<file path="src/rtl/i2c_slave_regfile.sv">
// Register file behind an I2C slave's byte streams: the first write byte sets the pointer, the following bytes write registers, and reads return registers; the pointer auto-increments.
// Register/strobe updates land one cycle after the handshake, read data is combinational; wr_tready is high out of reset and read tvalid is held low while a write byte is offered.
module i2c_slave_regfile #(
  parameter int NUM_REGS = 16,
  parameter logic [NUM_REGS*8-1:0] RESET_VAL = '0,
  localparam int PTR_W = $clog2(NUM_REGS)
) (
  input  logic                  clk,
  input  logic                  rst,
  input  logic [7:0]            s_axis_wr_tdata,
  input  logic                  s_axis_wr_tvalid,
  output logic                  s_axis_wr_tready,
  input  logic                  s_axis_wr_tlast,
  output logic [7:0]            m_axis_rd_tdata,
  output logic                  m_axis_rd_tvalid,
  input  logic                  m_axis_rd_tready,
  output logic                  m_axis_rd_tlast,
  input  logic                  host_wr_en,
  input  logic [PTR_W-1:0]      host_wr_addr,
  input  logic [7:0]            host_wr_data,
  output logic [NUM_REGS*8-1:0] regs_o,
  output logic [NUM_REGS-1:0]   reg_wr_strobe,
  output logic [NUM_REGS-1:0]   reg_rd_strobe,
  output logic [PTR_W-1:0]      ptr_o
);

  typedef enum logic {ST_PTR, ST_DATA} state_t;

  state_t           state;
  logic             run;
  logic [7:0]       regs [NUM_REGS];
  logic [PTR_W-1:0] ptr;
  logic             wr_acc;
  logic             rd_acc;

  // run stays low through reset and for the first edge after release
  assign s_axis_wr_tready = run;
  assign m_axis_rd_tvalid = run && !s_axis_wr_tvalid;
  assign m_axis_rd_tdata  = regs[ptr];
  assign m_axis_rd_tlast  = 1'b0;
  assign ptr_o            = ptr;

  assign wr_acc = s_axis_wr_tvalid && s_axis_wr_tready;
  assign rd_acc = m_axis_rd_tvalid && m_axis_rd_tready;

  for (genvar g = 0; g < NUM_REGS; g++) begin : g_flat
    assign regs_o[g*8 +: 8] = regs[g];
  end

  always_ff @(posedge clk or posedge rst) begin
    if (rst) begin
      for (int i = 0; i < NUM_REGS; i++) regs[i] <= RESET_VAL[i*8 +: 8];
      ptr           <= '0;
      state         <= ST_PTR;
      run           <= 1'b0;
      reg_wr_strobe <= '0;
      reg_rd_strobe <= '0;
    end else begin
      run           <= 1'b1;
      reg_wr_strobe <= '0;
      reg_rd_strobe <= '0;
      // host write first so a same-register I2C write below overrides it
      if (host_wr_en) regs[host_wr_addr] <= host_wr_data;
      if (wr_acc) begin
        if (state == ST_PTR) begin
          ptr   <= s_axis_wr_tdata[PTR_W-1:0];
          state <= s_axis_wr_tlast ? ST_PTR : ST_DATA;
        end else begin
          regs[ptr]          <= s_axis_wr_tdata;
          reg_wr_strobe[ptr] <= 1'b1;
          ptr                <= ptr + PTR_W'(1);
          if (s_axis_wr_tlast) state <= ST_PTR;
        end
      end else if (rd_acc) begin
        reg_rd_strobe[ptr] <= 1'b1;
        ptr                <= ptr + PTR_W'(1);
      end
    end
  end

endmodule

</file>
<file path="config.mk">
export PLATFORM = sky130hd
export DESIGN_NAME = i2c_slave_regfile
export DESIGN_NICKNAME = d
export VERILOG_FILES = /design/src/rtl/i2c_slave_regfile.sv
export SDC_FILE = /design/constraint.sdc
export NUM_CORES = 1
export LEC_CHECK = 0
export BUFFER_PORTS_ARGS = -buffer_cell sky130_fd_sc_hd__buf_4
export CORE_ASPECT_RATIO = 0.7
export CORE_UTILIZATION = 35
export DETAILED_ROUTE_END_ITERATION = 12
export HOLD_SLACK_MARGIN = 0.1
export PLACE_DENSITY = 0.51
export SLEW_MARGIN = 0
export SYNTH_ARGS = -nofsm -noshare
export SYNTH_HDL_FRONTEND = slang
export SYNTH_SLANG_ARGS = --single-unit
</file>
<file path="constraint.sdc">
create_clock -name clk -period 7.6 [get_ports clk]
set_input_delay 0.38 -clock clk [delete_from_list [all_inputs] [get_ports clk]]
set_output_delay 0.38 -clock clk [all_outputs]
set_load 0.01 [all_outputs]
</file>
==> run metrics <==
outcome=finished, final reports clean; # setup viols final=0; # hold bufs at CTS=0; Crit. End Element=output port; Finished Layout Cells=around 1500; period utilization=40.9%; yosys warns=0; CTS buffer count=17; largest stage delay on the critical path=0.69 ns; Initial Utilization=35.7%; clock skew=0.0139 ns; cells after synthesis=between 900 and 1000; post-synthesis sequential area ratio=45.0%; port bufs=199; Die X=196 um; Inserted Diodes=0; Area growth syn-to-layout=22.2%; Slew Viols, Final=0; CP Data Arrival Time=approximately 2.7 ns; worst-skew pair later-pin latency=around 0.45 ns; EDFF count, synth=0; min cycle time layout=between 3 and 4 ns; Setup crit start kind=flip-flop; ys async rst share=100%; post-synth top area share=45.0%; gr ovfl total=0; #FFs+latches synth=roughly 170; drt pass-1 iters=6; initial antenna violation count=1; critical path data required time=7.22 ns; syn avg cell area=9.31 um^2; Via density=about 6.4; area of the mapped netlist=9230 um^2; layout cells sized above 1=25.8%; maximum vdd ir drop=0.181 mV; Synthesized Nets=just over 1000; HP Class=input pin to flip-flop; top-count cell post-synth=dfrtp_1; # IOs=201; cell chain of the critical path=buf_4 > mux4_1 > a22oi_1 > nand2_1 > buf_4; Slowest cell on crit path=mux4_1; GRT Overall Usage=between 20% and 30%; TNS Setup=0 ns; CTS max path bufs=2; most used flip-flop cell after synthesis=dfrtp_1; Total Nets Final=1112; Worst Setup Path Type=flip-flop to output port; top cells by area, synth=dfrtp_1 45%, a31oi_1 8.7%, nand3_1 7.1%, nor3_1 6.9%, mux4_1 5.4%; reg2reg path depth=6; critical path peak fanout=40; Yosys cell types=46; Core ar.=25800 um^2; initial DRC count=between 1000 and 1500; DRT antenna net count=0; power per cell area=418 nW/um^2; top cells by count, synth=166 x dfrtp_1, 130 x nand3_1, 129 x a31oi_1; Clock Pin Slew Worst Setup and Hold Paths=0.07 ns; DR WL/cell=27.9 um; CTS sink count=166; post-CTS sizing=0; final hold violations=0; Min-Delay Path Depth=2; maximum clock rate=between 300 and 400 MHz; max cap viols=0; Max-Slew Margin vs Limit=21.5%; placed insts=around 1400; RSZ-0062 raised after global routing=false; CTS tree=built; drt drc=0; H-tree levels=4; Filler cells=2545; GP Congestion=0.815; static leakage=4.69 nW; Tightest Pin Transition=1.18 ns; clock root buffer=clkbuf_16; CP most frequent cell=buf_4; drt total wl=40500 um; die area=roughly 27000 um^2; vias in the first global route=about 8500; cell taking the most area after synthesis=dfrtp_1; first-pass GRT wire length=58700 um; Post-CTS Setup Bufs=0; largest net degree at the start of global routing=99; Die Span Y=138 um; row count=49; Vias=9336; DPL Wire Length=25200 um
path summary, 6_finish.rpt:
kind / from / to / slack (ns)
setup / recovery: ptr_o[0] / m_axis_rd_tdata[2] / 4.49
hold / removal: s_axis_wr_tlast / state / 0.13
setup reg to reg: ptr_o[0] / regs_o[35] / 4.76
hold reg to reg: regs_o[20] / regs_o[20] / 0.60
max in group asynchronous: rst / regs_o[8] / 5.92
min in group asynchronous: rst / state / 0.15
layer usage:
layer / track usage, % / routed length [um] / vias up
met1: 44.5 / 17800 / 4692
met5: 0 / 0 / -
met2: 42.2 / 17100 / 697
met3: 8.15 / 4750 / 64
met4: 7.68 / 811 / 0
li1: - / - / 3883
cells in the final DEF (no fill, tap or decap), drive strengths merged, types with 2 or more instances in the layout:
cell	n
dfrtp	166
o21ai	129
clkinv	3
bufinv	3
nand4	5
nor3b	2
mux4	32
nor2	19
nand3	130
nand2b	5
or2	14
nand2	19
clkinvlp	4
nand3b	3
inv	23
nor2b	5
a22oi	17
conb	2
and2	2
nand4b	3
buf	214
and3b	4
a21oi	3
ha	4
nor3	128
a31oi	129
clkbuf	18
registers in the layout, indices dropped and copies added (netlist names):
signal and cells:
reg_wr_strobe 16, s_axis_wr_tready 1, regs_o 128, reg_rd_strobe 16, state 1, ptr_o 4
critical path: cells and delay by family (launching register included):
kind,cells,cell delay [ns]
flops,1,0.34
mux,1,0.69
buf+inv,2,0.76
compound gates,1,0.30
simple gates,1,0.16
power breakdown:
part	internal [W]	switching, W
sequential	0.00124	0.000450
clock	0.000530	0.000406
combinational	0.000995	0.00110
layout make-up:
| type | instances | area [um^2] | share of cell area, % |
|---|---|---|---|
| multi-input cells | 664 | 4370 | 38.8 |
| flip-flops and latches | 166 | 4160 | 36.9 |
| repair buffers | 214 | 1610 | 14.3 |
| well taps | 357 | 447 | 3.96 |
| clock buffers | 18 | 439 | 3.90 |
| clock inverters | 14 | 173 | 1.53 |
| inverters | 19 | 76.3 | 0.677 |
cells by family after synthesis:
kind of cell,Yosys count,synth area share (%)
other,2,0.0814
AND/OR/NAND/NOR,342,20.0
buffers and inverters,161,7.91
multiplexers,33,8.71
adder cells (fa/ha/maj),4,0.542
AO/OA/AOI/OAI,282,17.7
XOR/XNOR,1,0.0949
flip-flops,166,45.0
metrics by stage:
stage          util [%]  area, um^2  setup slack, ns  power, W  hold WS (ns)
6_report           43.7       11300             4.49   0.00472         0.131
5_1_grt            43.7       11300             4.40   0.00494         0.117
4_1_cts            43.7       11300             4.48   0.00470         0.119
3_5_place_dp       41.3       10700             4.87   0.00375         0.583
3_3_place_gp       41.3       10700             4.90   0.00375         0.580
2_1_floorplan         -        9230             2.73   0.00262         0.487
No activity file was read; power rests on OpenSTA's default activity.
